### src/rtl/music_player_ctrl_pkg.sv
// Shared types and constants for the music player: FSM state codes, octave
// selection, note-frequency table, note-word decode helpers and the note-word width.
`ifndef DATA_WIDTH
`define DATA_WIDTH 10
`endif

package music_player_ctrl_pkg;

  typedef enum logic [2:0] {
    ST_IDLE  = 3'd0,
    ST_START = 3'd1,
    ST_PLAY  = 3'd2,
    ST_PAUSE = 3'd3,
    ST_DONE  = 3'd4
  } state_e;

  typedef enum logic [1:0] {
    OCT_MID  = 2'd0,
    OCT_LOW  = 2'd1,
    OCT_HIGH = 2'd2
  } octave_e;

  // Middle-octave do..si frequencies in centi-hertz.
  localparam int unsigned NOTE_FREQ_CHZ [7] = '{26163, 29366, 32963, 34923, 39200, 44000, 49388};

  // Seven middle-octave half-periods round(clk_freq / (2*f)), packed 32 bits each.
  function automatic logic [7*32-1:0] hp_table(input logic [63:0] clk_freq);
    logic [7*32-1:0] tab;
    logic [63:0]     num;
    logic [63:0]     den;
    tab = '0;
    for (int i = 0; i < 7; i++) begin
      den = 64'd2 * 64'(NOTE_FREQ_CHZ[i]);
      num = clk_freq * 64'd100 + 64'(NOTE_FREQ_CHZ[i]);
      tab[i*32 +: 32] = 32'(num / den);
    end
    return tab;
  endfunction

  // Lowest set bit wins; an all-zero field is a rest (0).
  function automatic logic [2:0] note_of(input logic [6:0] bits);
    logic [2:0] idx;
    idx = 3'd0;
    for (int i = 6; i >= 0; i--) begin
      if (bits[i]) idx = 3'(i + 1);
    end
    return idx;
  endfunction

  function automatic octave_e octave_of(input logic hi, input logic lo);
    octave_e oct;
    oct = OCT_MID;
    if (hi)      oct = OCT_HIGH;
    else if (lo) oct = OCT_LOW;
    return oct;
  endfunction

endpackage

### src/rtl/music_player_ctrl_tone_gen.sv
// Square-wave tone generator: octave-shifted, saturating half-period counter that
// restarts from a low output whenever the selected note changes.
module tone_gen
  import music_player_ctrl_pkg::*;
#(
  parameter int unsigned CLK_FREQ = 100000000,
  parameter int          HP_WIDTH = 20
) (
  input  logic       clk,
  input  logic       rst_n,
  input  logic [2:0] note_idx,
  input  octave_e    octave,
  output logic       tone
);

  localparam logic [7*32-1:0] HP_TAB = hp_table(64'(CLK_FREQ));
  localparam logic [32:0]     HP_MAX = 33'((64'd1 << HP_WIDTH) - 64'd1);

  logic [31:0]         base;
  logic [32:0]         scaled;
  logic [HP_WIDTH-1:0] half_period;
  logic [HP_WIDTH-1:0] cnt_q, cnt_d;
  logic                tone_q, tone_d;
  logic [4:0]          key_q, key_d;
  logic                key_same;

  always_comb begin
    base = 32'd0;
    for (int i = 0; i < 7; i++) begin
      if (note_idx == 3'(i + 1)) base = HP_TAB[i*32 +: 32];
    end
    case (octave)
      OCT_LOW:  scaled = {base, 1'b0};
      OCT_HIGH: scaled = {2'b00, base[31:1]};
      default:  scaled = {1'b0, base};
    endcase
    // Saturate instead of wrapping; never let the period collapse to zero.
    if (scaled > HP_MAX)       half_period = '1;
    else if (scaled == 33'd0)  half_period = HP_WIDTH'(1);
    else                       half_period = scaled[HP_WIDTH-1:0];
  end

  always_comb begin
    key_d    = {octave, note_idx};
    key_same = (key_d == key_q);
    cnt_d    = '0;
    tone_d   = 1'b0;
    if ((note_idx != 3'd0) && key_same) begin
      if (cnt_q == half_period - HP_WIDTH'(1)) begin
        tone_d = ~tone_q;
      end else begin
        cnt_d  = cnt_q + HP_WIDTH'(1);
        tone_d = tone_q;
      end
    end
  end

  always_ff @(posedge clk or negedge rst_n) begin
    if (!rst_n) begin
      cnt_q  <= '0;
      tone_q <= 1'b0;
      key_q  <= '0;
    end else begin
      cnt_q  <= cnt_d;
      tone_q <= tone_d;
      key_q  <= key_d;
    end
  end

  // Mask the stale level during the cycle a new note (or silence) is selected.
  assign tone = tone_q & key_same & (note_idx != 3'd0);

endmodule

### src/rtl/music_player_ctrl.sv
// Music player controller: play/pause/stop FSM sequencing a note memory and driving
// a buzzer through tone_gen. Define VOLUME_PWM_EN to add a 2-bit volume PWM gate.
`ifndef DATA_WIDTH
`define DATA_WIDTH 10
`endif

module music_player_ctrl
  import music_player_ctrl_pkg::*;
#(
  parameter int unsigned CLK_FREQ = 100000000,
  parameter int          HP_WIDTH = 20
) (
  input  logic                   clk,
  input  logic                   rst_n,
  input  logic                   play,
  input  logic                   pause,
  input  logic                   stop,
  input  logic [`DATA_WIDTH-1:0] data_in,
  input  logic                   data_valid,
`ifdef VOLUME_PWM_EN
  input  logic [1:0]             volume,
`endif
  output logic                   read_en,
  output logic                   read_rst,
  output logic                   buzzer,
  output logic [2:0]             state_o,
  output logic [2:0]             note_idx
);

  // Memory handshake: read_en high advances the memory one word per cycle, read_rst
  // rewinds it; data_valid high marks data_in as a note word, and a 1->0 fall of
  // data_valid on consecutive PLAY cycles marks the end of the song.
  state_e     state_q, state_d;
  logic       read_en_q, read_en_d;
  logic       read_rst_q, read_rst_d;
  logic       dv_prev_q, dv_prev_d;
  logic [8:0] note_q, note_d;
  logic [2:0] raw_idx;
  octave_e    octave;
  logic       tone;
  logic       unused_hi_bits;

  assign unused_hi_bits = ^data_in[`DATA_WIDTH-1:9];

  always_comb begin
    state_d = state_q;
    if (stop) begin
      state_d = ST_IDLE;
    end else begin
      case (state_q)
        ST_IDLE:  if (play) state_d = ST_START;
        ST_START: state_d = ST_PLAY;
        ST_PLAY: begin
          if (pause)                         state_d = ST_PAUSE;
          else if (dv_prev_q && !data_valid) state_d = ST_DONE;
        end
        ST_PAUSE: if (play) state_d = ST_PLAY;
        ST_DONE:  if (play) state_d = ST_START;
        default:  state_d = ST_IDLE;
      endcase
    end

    read_rst_d = stop || (state_d == ST_START);
    read_en_d  = (state_q == ST_PLAY) && (state_d == ST_PLAY);
    dv_prev_d  = (state_q == ST_PLAY) && data_valid;

    // PAUSE and DONE keep the last word so a resume replays the same note.
    note_d = note_q;
    if ((state_q == ST_IDLE) || (state_q == ST_START)) note_d = '0;
    else if ((state_q == ST_PLAY) && data_valid)       note_d = data_in[8:0];
  end

  always_ff @(posedge clk or negedge rst_n) begin
    if (!rst_n) begin
      state_q    <= ST_IDLE;
      read_en_q  <= 1'b0;
      read_rst_q <= 1'b1;
      dv_prev_q  <= 1'b0;
      note_q     <= '0;
    end else begin
      state_q    <= state_d;
      read_en_q  <= read_en_d;
      read_rst_q <= read_rst_d;
      dv_prev_q  <= dv_prev_d;
      note_q     <= note_d;
    end
  end

  assign raw_idx  = note_of(note_q[6:0]);
  assign octave   = octave_of(note_q[8], note_q[7]);
  assign note_idx = (state_q == ST_PLAY) ? raw_idx : 3'd0;

  tone_gen #(
    .CLK_FREQ (CLK_FREQ),
    .HP_WIDTH (HP_WIDTH)
  ) u_tone_gen (
    .clk      (clk),
    .rst_n    (rst_n),
    .note_idx (note_idx),
    .octave   (octave),
    .tone     (tone)
  );

`ifdef VOLUME_PWM_EN
  logic [1:0] pwm_cnt_q, pwm_cnt_d;

  always_comb begin
    pwm_cnt_d = pwm_cnt_q + 2'd1;
  end

  always_ff @(posedge clk or negedge rst_n) begin
    if (!rst_n) pwm_cnt_q <= 2'd0;
    else        pwm_cnt_q <= pwm_cnt_d;
  end

  assign buzzer = tone & ({1'b0, pwm_cnt_q} < ({1'b0, volume} + 3'd1));
`else
  assign buzzer = tone;
`endif

  assign read_en  = read_en_q;
  assign read_rst = read_rst_q;
  assign state_o  = state_q;

endmodule

### config.mk
export PLATFORM = sky130hd
export DESIGN_NAME = music_player_ctrl
export DESIGN_NICKNAME = d
export VERILOG_FILES = /design/src/rtl/music_player_ctrl_pkg.sv /design/src/rtl/music_player_ctrl_tone_gen.sv /design/src/rtl/music_player_ctrl.sv
export SDC_FILE = /design/constraint.sdc
export NUM_CORES = 1
export LEC_CHECK = 0
export CAP_MARGIN = 20
export CORE_MARGIN = 2
export CORE_UTILIZATION = 45
export CTS_CLUSTER_SIZE = 28
export DETAILED_ROUTE_END_ITERATION = 12
export SLEW_MARGIN = 25
export SYNTH_ARGS = -nofsm -noshare
export SYNTH_HDL_FRONTEND = slang
export SYNTH_SLANG_ARGS = --single-unit
### constraint.sdc
create_clock -name clk -period 11.1 [get_ports clk]
set_clock_uncertainty 0.05 [all_clocks]
set_input_delay 2.775 -clock clk [delete_from_list [all_inputs] [get_ports clk]]
set_output_delay 2.775 -clock clk [all_outputs]
set_load 0.02 [all_outputs]
### Word level (Yosys, flattened, before mapping)

Index checks and enable logic that the tools add are counted.

* muxes and demuxes: 32
* bitwise operators: 3
* order comparisons: 1
* reduce and logical (&&, ||, !) cells: 12
* equal/unequal tests: 18
* $add $sub $neg: 2

Operators by type and width (count)
* 32-bit 2-to-1 mux: 6
* 20-bit 2-to-1 mux: 4
* 33-bit case mux with 2 select lines: 1
* 3-bit 2-to-1 mux: 13
* 33-bit by 20-bit > comparator with 1-bit output, second input constant: 1
* 33-bit logical NOT: 1
* 20-bit by 1-bit adder with 20-bit output, second input constant: 1
* 20-bit equality test: 1
* 20-bit by 1-bit subtractor with 20-bit output, second input constant: 1
* 18-bit 2-to-1 mux: 1
* 9-bit 2-to-1 mux: 2
* 3-bit by 2-bit equality test with 1-bit output, second input constant: 5
* 3-bit equality test, second input constant: 5
* 3-bit case mux with 4 select lines: 1
* 3-bit by 1-bit equality test with 1-bit output, second input constant: 3
* 5-bit equality test: 1
* 1-bit logical AND: 4
* 3-bit logical NOT: 1
* 1-bit 2-to-1 mux: 3
* 3-bit nonzero test: 1
* 1-bit bitwise AND: 2
* 2-bit by 1-bit equality test with 1-bit output, second input constant: 1
* 2-bit equality test, second input constant: 1
* 1-bit logical OR: 2
* 6 further kinds: 6

* flip-flop bits (word level): 41
* word-level logic and storage cells: 76
* input bits: 16
* output and inout port bits: 9

### Longest topological paths before layout

* depth after elaboration: 24
* gate-level depth with buffers: 17
* gate-level depth less buffers: 15

### By module

A second synthesis with hierarchy kept.

* cells, all modules: 393
* area, all modules: 3397.0 um^2

By module, submodules not included
* tone_gen: cells an instance 330, times used 1, area an instance 2711.4 um^2
* music_player_ctrl: cells an instance 63, times used 1, area an instance 685.7 um^2

### Worst setup path after synthesis

Ideal clock, no wire load.

* path kind: register -> output
* start: reg state_q[0], in the netlist state_o[0]
* end: out buzzer
* stages on the path, launching flop included: 8
* path buffers: 2
* data required time: 8.275 ns
* arrival time: 2.471 ns
* slack: 5.804 ns
* cell sequence: dfrtp_1 > clkbuf_1 > or4b_1 > buf_2 > nor2_1 > xor2_1 > nor4_1 > and2_1

* cells in the longest elaborated chain, start to end: 5
* elaborated cells on any way between the ends: 6
* those cells by class: eq/ne: 2; mux: 1; bitwise: 2; reduce/logical: 1

Ends and longest elaborated chain
* start: declaration: line music_player_ctrl.sv:33 `state_e state_q, state_d;`
* start signal: assignment: line music_player_ctrl.sv:81 `state_q <= state_d;`
* 3-bit by 2-bit equality test with 1-bit output *: line music_player_ctrl.sv:91 `assign note_idx = (state_q == ST_PLAY) ? raw_idx : 3'd0;`
* 3-bit 2-to-1 mux *: line music_player_ctrl.sv:91
* net note_idx[1]: line music_player_ctrl.sv:27 `output logic [2:0] note_idx`
* 5-bit equality test: line music_player_ctrl_tone_gen.sv:45 `key_same = (key_d == key_q);`
* 1-bit bitwise AND: line music_player_ctrl_tone_gen.sv:71 `assign tone = tone_q & key_same & (note_idx != 3'd0);`
* 1-bit bitwise AND *: line music_player_ctrl_tone_gen.sv:71
* end: declaration: line music_player_ctrl.sv:25 `output logic buzzer,`

Mark *: on every way through the listed nets, which the timed path passes. The rest lies on a longest branch.

### Worst setup path after layout

* start: reg note_q[1]
* end: out buzzer

* cells in the longest elaborated chain, start to end: 6
* elaborated cells on any way between the ends: 7
* those cells by class: eq/ne: 1; mux: 3; bitwise: 2; reduce/logical: 1

Ends and longest elaborated chain
* start: declaration: line music_player_ctrl.sv:37 `logic [8:0] note_q, note_d;`
* start signal: assignment: line music_player_ctrl.sv:85 `note_q <= note_d;`
* 3-bit 2-to-1 mux * (2 in a row): line music_player_ctrl_pkg.sv:45 `if (bits[i]) idx = 3'(i + 1);`
* 3-bit 2-to-1 mux *: line music_player_ctrl.sv:91
* 5-bit equality test: line music_player_ctrl_tone_gen.sv:45
* 1-bit bitwise AND: line music_player_ctrl_tone_gen.sv:71
* 1-bit bitwise AND *: line music_player_ctrl_tone_gen.sv:71

Mark *: on every way between the ends. The rest lies on a longest branch, timed or not.

==> results.py <==
metrics = {
    "grt": {
        "gr-usage-all-layers_pct": 22.8,
        "grt_antenna_before_repair": 0,
        "grt_pass1_vias": 2692,
        "grt_max_degree": 42,
        "gr-total-overflow": 0,
        "grt_pass1_wl_um": 13500,
    },
    "power": {
        "p_per_area_nw_per_um2": 88.7,
        "pwr-share-seq_pct": 51.4,
        "switching_share_pct": 27.7,
        "vdd_ir_drop_max_mv": 0.0482,
        "p_sw_w": 0.0000835,
        "p_leak_nw": 1.33,
        "p_int_w": 0.000218,
        "comb_power_share_pct": 12.5,
        "clkPwrFrac_pct": 36.1,
    },
    "timing": {
        "max_freq_mhz": 156,
        "setup_tns_ps": 0,
        "final-setup-viol-count": 0,
        "slew_violations": 0,
        "hold_viol": 0,
        "fin_crit_ps": 6410,
        "layout_setup_ws_ps": 4690,
        "period_share_pct": 57.7,
        "tightest_slew_ps": 867,
        "maxSlewHeadroom_pct": 41.7,
        "rsz0062_at_grt": "false",
    },
    "critical_path": {
        "r2r_start": "note_q[1]",
        "critPathCapture": "buzzer",
        "critPathCaptureType": "output pin",
        "critPathLaunchType": "flop",
        "worst-path-buf-inv": 1,
        "crit_chain": "nor3_1 -> o21ai_0 -> a221oi_1 -> a31o_2 -> a21oi_1 -> nor4_1 -> and2_1 -> clkdlybuf4s50_1",
        "cp_slowest_cell": "dfrtp_1",
        "critPathKind": "reg2out",
        "crit_family": "simple AND/OR/NAND/NOR gates",
        "r2r-end": "u_tone_gen.cnt_q[16]",
        "startpoint": "note_q[1]",
        "r2r_cells": 14,
        "critPathRequiredTime_ps": 8280,
        "r2r_setup_slack_ps": 5950,
        "critical-path-max-stage-delay_ps": 630,
        "worst-path-stages": 8,
        "critPathMaxFanout": 24,
        "cp.arrival_ps": 3590,
    },
    "synthesis": {
        "yosysWarnings": 0,
        "synth_edf_count": 0,
        "synth-seq-area-share_pct": 33.5,
        "synth.distinct_cells": 66,
        "avgSynthCellArea_um2": 7.96,
        "synth-main-ff-cell": "dfrtp_1",
        "synthArstFlopShare_pct": 100,
        "ys_ff_latch": 41,
        "syn_nets": 403,
        "mappedNetlistArea_um2": 3060,
        "syn-instance-count": 385,
    },
    "floorplan": {
        "coreArea_um2": 6680,
        "rows": 30,
        "start_util_pct": 45.8,
        "ios": 25,
        "dieArea_um2": 7480,
        "die_width_um": 86.5,
        "die_h_um": 86.5,
    },
    "final_layout": {
        "finish.utilization_pct": 50.9,
        "antennaDiodeCount": 0,
        "regArea_um2": 1030,
        "multi_input_area_um2": 1880,
        "nets": 413,
        "drive_gt1_share_pct": 6.57,
        "syn2layout_area_growth_pct": 11.0,
        "n_fill_cell": 676,
    },
    "min_path": {
        "min-delay-path-class": "reg2reg",
        "min-delay-start": "u_tone_gen.cnt_q[12]",
    },
    "clock_tree": {
        "ctsHoldBuffers": 0,
        "clkLatencyLatePin_ps": 310,
        "clk_pin_slew_ps": 80,
        "post-cts-setup-buffers": 0,
        "numCtsBuffers": 5,
        "ctsResizeCount": 0,
        "cts.sinks": 41,
        "cts-root-buf": "clkbuf_8",
        "cts_max_level": 2,
        "tritoncts": "done",
        "clock_path_buffers": 2,
    },
    "status": {
        "status": "finished clean",
    },
    "routing": {
        "firstDrtPassIters": 5,
        "wl_met3_um": 492,
        "drtIter0Drc": 276,
        "drt-total-wl_um": 8020,
        "vias": 2879,
        "ant_nets": 0,
        "wl_met1_um": 3910,
        "drc": 0,
        "avgRoutedWirePerCell_um": 16.8,
        "routed.top_layer": "met4",
        "wl_met2_um": 3480,
        "via_per_inst": 6.05,
    },
    "placement": {
        "dp.final_hpwl_um": 5750,
        "place_congestion": 0.955,
        "portBuffers": 23,
        "place_ws_ps": 5010,
    },
    "run": {
        "maxCapViolCount": 0,
    },
}
==> power groups by stage <==
stage / sequential [W] / clock (W) / combinational (W)
detailed placement: 0.000158 / 0 / 0.0000374
CTS: 0.000155 / 0.000111 / 0.0000375
finish: 0.000155 / 0.000109 / 0.0000376
global route: 0.000155 / 0.000116 / 0.0000418
global placement: 0.000158 / 0 / 0.0000373
floorplan: 0.000157 / 0 / 0.0000217
==> cell usage after synthesis (all sizes together) (5+ instances only) <==
library cell | count | area, um^2
nand2 | 45 | 169
nor2 | 45 | 169
dfrtp | 40 | 1000
a21oi | 31 | 159
xnor2 | 22 | 193
xor2 | 18 | 158
o21ai | 16 | 80.1
nand3 | 14 | 70.1
clkbuf | 13 | 48.8
inv | 13 | 48.8
nor3 | 11 | 55.1
and3 | 10 | 62.6
buf | 9 | 53.8
o22ai | 7 | 43.8
nand4 | 6 | 37.5
o31ai | 6 | 45.0
nand2b | 5 | 31.3
nor2b | 5 | 31.3
nor4 | 5 | 31.3
==> cell families after synthesis <==
logic type / after synthesis / synth area share (%)
compound gates: 96 / 21.3
flops: 41 / 33.5
mux: 1 / 0.327
simple gates: 168 / 27.4
fa+ha+maj: 2 / 0.817
buf+inv: 37 / 5.19
xor+xnor: 40 / 11.4
==> layout make-up <==
class	count	area share (%)
Multi-Input combinational cell	307	55.2
Inverter	15	1.66
Clock inverter	2	0.405
Timing Repair Buffer	25	7.14
Sequential cell	41	30.2
Clock buffer	6	2.43
Tap cell	80	2.94
==> cell usage in the layout, fill, tap and decap left out, types with 7 or more instances in the layout <==
cell             synthesis  final
nor2_1                  45     45
nand2_1                 45     45
dfrtp_1                 40     40
a21oi_1                 30     30
xnor2_1                 22     22
clkdlybuf4s50_1          0     22
xor2_1                  18     18
o21ai_0                 15     15
nand3_1                 14     14
inv_1                   13     13
nor3_1                  11     11
and3_1                  10     10
o22ai_1                  7      7
==> registers in the layout (all words and copies together) (netlist names) <==
register           flops
note_q                 9
state_o                3
u_tone_gen.tone_q      1
u_tone_gen.key_q       5
dv_prev_q              1
u_tone_gen.cnt_q      20
read_en                1
read_rst               1
==> through the flow <==
step | cells | instance area [um^2] | hold slack, ps | power (W)
after detailed placement | 468 | 3300 | 490 | 0.000195
after global routing | 476 | 3400 | 539 | 0.000313
after floorplan | 385 | 3060 | 302 | 0.000179
after global placement | 468 | 3300 | 483 | 0.000195
final | 476 | 3400 | 513 | 0.000301
after CTS | 476 | 3400 | 508 | 0.000303
==> worst reg2reg max path, delay by kind of cell, from the launching register on <==
family	cells	cell delay (ps)
DFF	1	630
AOI/OAI and AO/OA	5	1520
and+or+nand+nor	7	2330
xor gates and xnor gates	1	160
adders and majority gates	1	310
==> per-layer routing <==
metal	vias to the layer above	global-route usage (%)
met1	1351	34.4
met5	-	0
li1	1391	-
met3	20	3.14
met4	0	7.39
met2	117	33.8
==> worst min-delay path by stage <==
stage	endpoint	cells after the start
after floorplan	u_tone_gen.key_q[4]	0
after global placement	u_tone_gen.cnt_q[12]	2
after detailed placement	u_tone_gen.cnt_q[12]	2
after CTS	u_tone_gen.cnt_q[12]	2
after global routing	u_tone_gen.cnt_q[12]	2
final	u_tone_gen.cnt_q[12]	2
Note: power is estimated with default switching activity, not from simulation.
